==> src/rtl/range_check_sequencer.sv <==
// Sequencer for the 12-element vector range checker: gathers a frame, starts the checker and reports the result.
// Optional checker watchdog is enabled by defining RANGE_SEQ_TIMEOUT_EN.
module range_check_sequencer #(
    parameter int VEC_LEN = 12,
    parameter int DATA_W  = 8,
    parameter int TIMEOUT = 64,
    parameter int CNT_W   = $clog2(VEC_LEN + 1)
) (
    input  logic                      clock,
    input  logic                      resetN,
    input  logic                      cfgWe,
    input  logic [DATA_W-1:0]         cfgLower,
    input  logic [DATA_W-1:0]         cfgUpper,
    output logic                      cfgErr,
    input  logic                      inValid,
    output logic                      inReady,
    input  logic [DATA_W-1:0]         inData,
    output logic                      chkStart,
    output logic [VEC_LEN*DATA_W-1:0] chkVector,
    output logic [DATA_W-1:0]         chkLower,
    output logic [DATA_W-1:0]         chkUpper,
    input  logic                      chkDone,
    input  logic [VEC_LEN-1:0]        chkErrMask,
    output logic                      resValid,
    input  logic                      resReady,
    output logic [VEC_LEN-1:0]        resErrMask,
    output logic [CNT_W-1:0]          resErrCount,
    output logic [CNT_W-1:0]          resFirstErr,
    output logic                      resTimeout
);

    typedef enum logic [1:0] {LOAD, START, WAIT, REPORT} state_t;

    state_t                    state_q, state_d;
    logic [CNT_W-1:0]          cnt_q, cnt_d;
    logic [VEC_LEN*DATA_W-1:0] vec_q, vec_d;
    logic [DATA_W-1:0]         lower_q, lower_d;
    logic [DATA_W-1:0]         upper_q, upper_d;
    logic                      cfgErr_q, cfgErr_d;
    logic [VEC_LEN-1:0]        mask_q, mask_d;
    logic [CNT_W-1:0]          count_q, count_d;
    logic [CNT_W-1:0]          first_q, first_d;
    logic [CNT_W-1:0]          errCount_c, errFirst_c;
    logic                      accept;
    logic                      waitExpired;

`ifdef RANGE_SEQ_TIMEOUT_EN
    localparam int TO_W = $clog2(TIMEOUT + 1);

    logic [TO_W-1:0] waitCnt_q;
    logic            timeout_q;

    assign waitExpired = (waitCnt_q == TO_W'(TIMEOUT - 1));
    assign resTimeout  = timeout_q;

    // Counter is held at zero outside WAIT, so every WAIT visit starts fresh
    always_ff @(posedge clock) begin
        if (!resetN) begin
            waitCnt_q <= '0;
            timeout_q <= 1'b0;
        end else begin
            waitCnt_q <= (state_q == WAIT) ? waitCnt_q + TO_W'(1) : '0;
            if (state_q == WAIT && state_d == REPORT) begin
                timeout_q <= !chkDone;
            end
        end
    end
`else
    // Without the watchdog WAIT never expires
    assign waitExpired = (TIMEOUT < 0);
    assign resTimeout  = 1'b0;
`endif

    assign inReady    = (state_q == LOAD) && resetN;
    assign accept     = inValid && inReady;
    assign chkStart   = (state_q == START);
    assign chkVector  = vec_q;
    assign chkLower   = lower_q;
    assign chkUpper   = upper_q;
    assign cfgErr     = cfgErr_q;
    assign resValid   = (state_q == REPORT);
    assign resErrMask = mask_q;
    assign resErrCount = count_q;
    assign resFirstErr = first_q;

    always_comb begin
        errCount_c = '0;
        errFirst_c = CNT_W'(VEC_LEN);
        for (int i = VEC_LEN - 1; i >= 0; i--) begin
            if (chkErrMask[i]) begin
                errCount_c = errCount_c + CNT_W'(1);
                errFirst_c = CNT_W'(i);
            end
        end
    end

    always_comb begin
        state_d  = state_q;
        cnt_d    = cnt_q;
        vec_d    = vec_q;
        lower_d  = lower_q;
        upper_d  = upper_q;
        cfgErr_d = 1'b0;
        mask_d   = mask_q;
        count_d  = count_q;
        first_d  = first_q;

        // Bounds may only move between frames, before the first element lands
        if (cfgWe) begin
            if (state_q == LOAD && cnt_q == '0 && cfgLower <= cfgUpper) begin
                lower_d = cfgLower;
                upper_d = cfgUpper;
            end else begin
                cfgErr_d = 1'b1;
            end
        end

        case (state_q)
            LOAD: begin
                if (accept) begin
                    for (int i = 0; i < VEC_LEN; i++) begin
                        if (cnt_q == CNT_W'(i)) begin
                            vec_d[i*DATA_W +: DATA_W] = inData;
                        end
                    end
                    if (cnt_q == CNT_W'(VEC_LEN - 1)) begin
                        cnt_d   = '0;
                        state_d = START;
                    end else begin
                        cnt_d = cnt_q + CNT_W'(1);
                    end
                end
            end
            START: state_d = WAIT;
            WAIT: begin
                if (chkDone) begin
                    mask_d  = chkErrMask;
                    count_d = errCount_c;
                    first_d = errFirst_c;
                    state_d = REPORT;
                end else if (waitExpired) begin
                    mask_d  = '1;
                    count_d = CNT_W'(VEC_LEN);
                    first_d = '0;
                    state_d = REPORT;
                end
            end
            REPORT: begin
                if (resReady) begin
                    state_d = LOAD;
                end
            end
            default: state_d = LOAD;
        endcase
    end

    always_ff @(posedge clock) begin
        if (!resetN) begin
            state_q  <= LOAD;
            cnt_q    <= '0;
            vec_q    <= '0;
            lower_q  <= '0;
            upper_q  <= '1;
            cfgErr_q <= 1'b0;
            mask_q   <= '0;
            count_q  <= '0;
            first_q  <= '0;
        end else begin
            state_q  <= state_d;
            cnt_q    <= cnt_d;
            vec_q    <= vec_d;
            lower_q  <= lower_d;
            upper_q  <= upper_d;
            cfgErr_q <= cfgErr_d;
            mask_q   <= mask_d;
            count_q  <= count_d;
            first_q  <= first_d;
        end
    end

endmodule

==> config.mk <==
export PLATFORM = sky130hd
export DESIGN_NAME = range_check_sequencer
export DESIGN_NICKNAME = d
export VERILOG_FILES = /design/src/rtl/range_check_sequencer.sv
export SDC_FILE = /design/constraint.sdc
export NUM_CORES = 1
export LEC_CHECK = 0
export ABC_AREA = 1
export CORE_MARGIN = 5
export CORE_UTILIZATION = 44
export CTS_CLUSTER_DIAMETER = 150
export CTS_CLUSTER_SIZE = 14
export DETAILED_ROUTE_END_ITERATION = 8
export MAX_ROUTING_LAYER = met4
export PLACE_DENSITY = 0.79
export SKIP_CTS_REPAIR_TIMING = 1
export SLEW_MARGIN = 20
export SYNTH_ARGS = -nofsm -noshare
export SYNTH_HDL_FRONTEND = slang
export SYNTH_SLANG_ARGS = --single-unit
==> constraint.sdc <==
create_clock -name clock -period 9.1 [get_ports clock]
set_input_delay 2.275 -clock clock [delete_from_list [all_inputs] [get_ports clock]]
set_output_delay 2.275 -clock clock [all_outputs]
set_load 0.005 [all_outputs]
# After elaboration in Yosys (flattened, before gate mapping)
# Index checks and enable logic that the tools add are counted.
# Widths: inputs -> output; s select.
[op_classes]
add_sub_neg = 12
n_lt_le_gt_ge = 1
n_eq_ne = 18
mux = 31
reduce_logical = 23
[ops]
columns = ["op", "n"]
rows = [
  ["$mux 4", 21],
  ["$add 4x1->4 const B", 12],
  ["$reduce_and 3->1", 12],
  ["$eq 4x3->1 const B", 4],
  ["$eq 4x4->1 const B", 4],
  ["$mux 3", 3],
  ["$eq 4x2->1 const B", 2],
  ["$le 8x8->1", 1],
  ["$mux 2", 4],
  ["$pmux 2 s4", 1],
  ["$reduce_and 2->1", 4],
  ["$eq 2x2->1 const B", 2],
  ["$eq 4x1->1 const B", 1],
  ["$logic_and 1x1->1", 4],
  ["$logic_not 4->1", 1],
  ["$ne 2x1->1 const B", 2],
  ["$ne 2x2->1 const B", 2],
  ["$reduce_and 4->1", 1],
  ["$eq 2x1->1 const B", 1],
  ["$logic_not 2->1", 1],
  ["$mux 1", 2],
]
[word_totals]
reg_bits = 139
output_inout_bits = 137

# Longest topological paths before layout
[depth]
depth_word = 23
ltp_mapped = 38
ltp_nobuf = 38

# Worst setup path after synthesis
# No wires, ideal clock.
[synth_path]
path_type = "input to register"
startpoint = "in chkErrMask[10]"
endpoint = "reg count_q[1], in the netlist resErrCount[1]"
setup_ps = 123
arrival_time_ps = 6712
required_ps = 8977
setup_slack_ps = 2265
path_stages = 37
n_path_buf = 0
cell_sequence = "inv_1 > ha_1 > nand2_2 > inv_1 > nor2_1 > nand2_1 > nand3_1 > nand2_1 > ha_1 > or2_1 > nand2_1 > nand3_1 > nand2_1 > nand2_1 > nand2_1 > ha_1 > or2_2 > nand2_1 > inv_1 > nand2_2 > nand2_1 > nand2_1 > nand2_1 > ha_1 > or2_2 > nand2_1 > nand2_1 > nand3_1 > nand2_1 > ha_1 > nand2_1 > nand2_1 > ha_1 > nand2_1 > o21ai_0 > nand2_1 > a21oi_1"
[synth_between]
elab_chain_len = 21
[synth_lines]
columns = ["element", "line_no", "text"]
rows = [
  ["from (decl)", "23", "input logic [VEC_LEN-1:0] chkErrMask,"],
  ["$mux 4 (*)", "90", "if (chkErrMask[i]) begin"],
  ["$add 4x1->4", "91", "errCount_c = errCount_c + CNT_W'(1);"],
  ["$mux 4 (*)", "90", ""],
  ["$add 4x1->4", "91", ""],
  ["$mux 4 (*)", "90", ""],
  ["$add 4x1->4", "91", ""],
  ["$mux 4 (*)", "90", ""],
  ["$add 4x1->4", "91", ""],
  ["[... 5 more ...]", "--", ""],
  ["$add 4x1->4", "91", ""],
  ["$mux 4 (*)", "90", ""],
  ["$add 4x1->4", "91", ""],
  ["$mux 4 (*)", "90", ""],
  ["$add 4x1->4", "91", ""],
  ["$mux 4 (*)", "90", ""],
  ["$add 4x1->4", "91", ""],
  ["$mux 4 (*)", "90", ""],
  ["to (signal assigned)", "176", "count_q <= count_d;"],
  ["to (decl)", "41", "logic [CNT_W-1:0] count_q, count_d;"],
]
# Every way passes the cells marked *; elsewhere a longest branch is shown, timed or not.
# A chain may end at the register's enable or synchronous reset.

# Worst setup path in the final report
[layout_path]
startpoint = "in chkErrMask[11]"
endpoint = "reg count_q[1], in the netlist resErrCount[1]"
[layout_between]
elab_chain_len = 23
[layout_lines]
columns = ["element", "line_no"]
rows = [
  ["$mux 1 (*)", "90"],
  ["$add 4x1->4", "91"],
  ["$mux 4 (*)", "90"],
  ["$add 4x1->4", "91"],
  ["$mux 4 (*)", "90"],
  ["$add 4x1->4", "91"],
  ["$mux 4 (*)", "90"],
  ["$add 4x1->4", "91"],
  ["[... 7 more ...]", "--"],
  ["$add 4x1->4", "91"],
  ["$mux 4 (*)", "90"],
  ["$add 4x1->4", "91"],
  ["$mux 4 (*)", "90"],
  ["$add 4x1->4", "91"],
  ["$mux 4 (*)", "90"],
  ["$add 4x1->4", "91"],
  ["$mux 4 (*)", "90"],
]
# Marked as above.

==> results.py <==
metrics = {
    "power": {
        "leakage_nw": 4.20,
        "switchingPower_uw": 560,
        "power_mw": 1.82,
        "pwr-share-seq": 0.374,
        "p_per_area_nw_per_um2": 198,
        "clkPwrFrac": 0.385,
        "pwr-share-comb": 0.241,
        "switching_share": 0.307,
        "ir_drop_mv": 0.126,
        "power.internal_mw": 1.26,
    },
    "timing": {
        "fin_tns_setup_ps": 0,
        "setup_viol": 0,
        "max_slew_margin": 0.355,
        "fin_crit_sh": 0.812,
        "report.final.slew_viol_count": 0,
        "worst_clock_skew_ps": 10.7,
        "tightest_slew_ps": 961,
        "period_needed_ps": 7390,
        "clock.fmax_mhz": 135,
        "finalHoldViolations": 0,
        "rsz0062_at_grt": "no",
    },
    "global_routing": {
        "met1_usage": 0.280,
        "grt_pass1_wl_um": 30800,
        "first_global_vias": 6201,
        "met3_usage": 0.0483,
        "grt-busiest-layer": "met2",
        "grt_max_degree": 107,
        "grtUsageTotal": 0.220,
        "gr-total-overflow": 0,
        "antenna_found_initial": 0,
        "grt.met2_usage": 0.347,
    },
    "synthesis": {
        "syn_area_um2": 6710,
        "syn_inst": 946,
        "synth_edf_count": 0,
        "yosysWarningCount": 0,
        "avgSynthCellArea_um2": 7.10,
        "syn_nets": 1018,
        "synth_cell_types": 35,
        "synth-seq-cells": 139,
        "synth_ff_type": "dfxtp_1",
        "synth.yosys.seq_area_share": 0.415,
        "async_reset_ff_frac": 0,
    },
    "worst_setup_path": {
        "ff2ff_path_depth": 13,
        "worst_setup_path_end_kind": "register",
        "cpPeakStageDelay_ps": 530,
        "timing.rr.end": "state_q[0]",
        "critPathTopFamily": "simple AND/OR/NAND/NOR gates",
        "cp-start-kind": "input port",
        "timing.rr.start": "state_q[0]",
        "cp.arrival_ps": 7680,
        "critPathBufInv": 4,
        "required_ps": 9390,
        "crit_type": "in2reg",
        "cp_slowest_cell": "clkdlybuf4s50_1",
        "path_max_fanout": 4,
        "crit_top_cell": "nand2_1",
        "reg2reg_slack_ps": 6090,
    },
    "drt": {
        "vias": 6601,
        "drc": 0,
        "wl_um": 19500,
        "wire_per_inst_um": 14.9,
        "drtIter0Drc": 380,
        "avgViaCountPerCell": 5.03,
        "ant_nets": 0,
        "firstDrtPassIters": 5,
    },
    "job": {
        "cap_violations": 0,
    },
    "die": {
        "dieHeight_um": 134,
        "die_area_um2": 17800,
        "start_util": 0.445,
        "core-area_um2": 15100,
        "die_w_um": 134,
        "core.rowCount": 45,
        "io_pins": 179,
    },
    "place": {
        "dp_hpwl_um": 14000,
        "gp_congestion": 0.893,
        "port-buffer-count": 177,
        "placed_cells": 1280,
    },
    "layout": {
        "final_common_cell": "nor2_1",
        "area_growth_pct": 36.9,
        "drive_gt1_frac": 0.0756,
        "nets": 1183,
        "n_antenna_cell": 0,
        "fillers": 1318,
        "final_cells": 1312,
        "final_cell_mix": "nor2_1 (239), clkdlybuf4s50_1 (176), dfxtp_1 (139)",
    },
    "clock_tree": {
        "clk_latency_ps": 420,
        "cts_max_path_buffers": 2,
        "cts_inserted_buffers": 17,
        "numClockSinks": 139,
        "cts-root-buf": "clkbuf_16",
        "cts.htree.levels": 4,
        "cts_tree": "built",
        "clk_pin_slew_ps": 60,
    },
    "min_path": {
        "min-delay-start": "chkUpper[0]",
        "hold_depth": 2,
        "hold_path.class": "reg2reg",
        "hold_end": "chkUpper[0]",
    },
    "run_status": {
        "outcome": "finished, final reports clean",
    },
}
## cells in the mapped netlist (2+ instances only)
| library cell | n | area (um2) |
|---|---|---|
| nor2_1 | 239 | 897 |
| nand3_1 | 52 | 260 |
| o21ai_1 | 2 | 10.0 |
| nand3_2 | 4 | 40.0 |
| nor3_1 | 10 | 50.1 |
| clkinv_1 | 2 | 7.51 |
| ha_1 | 30 | 375 |
| buf_4 | 3 | 22.5 |
| a21oi_2 | 2 | 17.5 |
| clkbuf_1 | 30 | 113 |
| inv_4 | 2 | 12.5 |
| or2_2 | 4 | 25.0 |
| dfxtp_1 | 139 | 2780 |
| inv_2 | 6 | 22.5 |
| nand2_4 | 12 | 135 |
| nand2_2 | 12 | 75.1 |
| inv_1 | 75 | 282 |
| o211ai_1 | 10 | 75.1 |
| a211oi_1 | 2 | 15.0 |
| nand2_1 | 138 | 518 |
| nand3_4 | 6 | 105 |
| o21ai_0 | 128 | 641 |
| a21oi_1 | 25 | 125 |
| nand4_1 | 2 | 12.5 |
## state kept, by name, indices dropped and copies added (netlist names)
signal,count
state_q,2
resFirstErr,4
chkUpper,8
cfgErr,1
chkLower,8
resErrMask,12
resErrCount,4
cnt_q,4
chkVector,96
## per-layer routing
layer	wire, um	share of wire
met1	9020	0.46
met2	9060	0.47
met3	1030	0.053
met5	0	0
met4	371	0.019
## layout make-up
class,count,area (um2),area share
inverter,85,324,0.0353
multi-input combinational,688,3460,0.376
clock inverter,14,159,0.0173
sequential,139,2780,0.303
tap,188,235,0.0256
timing repair buffer,180,1790,0.195
clock buffer,18,439,0.0478
## worst reg2reg max path, cell delays in order, from the launching register on
cell and delay [ps]:
dfxtp_1 320, inv_1 130, ha_1 220, nand2_1 90, inv_1 80, nand2_1 270
nor2_1 180, inv_1 100, nor2_1 500, clkinv_1 440, nand2_1 140, o221ai_1 180
nor3_1 180, a211oi_1 60
## power by group through the flow
stage	sequential, mW	combinational [mW]	clock (mW)
after CTS	0.682	0.442	0.712
after floorplan	0.695	0.261	0
after global placement	0.693	0.432	0
after detailed placement	0.694	0.439	0
after global routing	0.686	0.493	0.736
final	0.681	0.440	0.701
## how the worst max path moves through the flow
stage	start	endpoint	slack, ps	cells after the start
floorplan	chkErrMask[10]	resErrCount[1]	2270	37
global placement	chkErrMask[10]	resErrCount[1]	1420	38
detailed placement	chkErrMask[11]	resErrCount[1]	1320	38
CTS	chkErrMask[11]	resErrCount[1]	1720	38
global route	chkErrMask[10]	resErrCount[1]	1190	38
finish	chkErrMask[11]	resErrCount[1]	1710	38
## cells by family (layout without fill, tap and decap cells)
logic type,Yosys count,in the layout,synth area share
adders and majority gates,30,30,0.0559
buffers and inverters,119,297,0.0701
xor gates and xnor gates,2,2,0.00373
and+or+nand+nor,481,481,0.318
other,1,1,0.000559
AOI/OAI and AO/OA,174,174,0.138
DFF,139,139,0.415
## metrics by stage
| stage | hold WS (ps) | utilization | setup slack (ps) | area [um2] |
|---|---|---|---|---|
| finish | 462 | 0.609 | 1710 | 9190 |
| detailed placement | 444 | 0.569 | 1320 | 8590 |
| global route | 483 | 0.609 | 1190 | 9190 |
| global placement | 441 | 0.569 | 1420 | 8590 |
| floorplan | 453 | - | 2270 | 6710 |
| CTS | 460 | 0.609 | 1720 | 9190 |
Note: power is estimated with default switching activity, not from simulation.
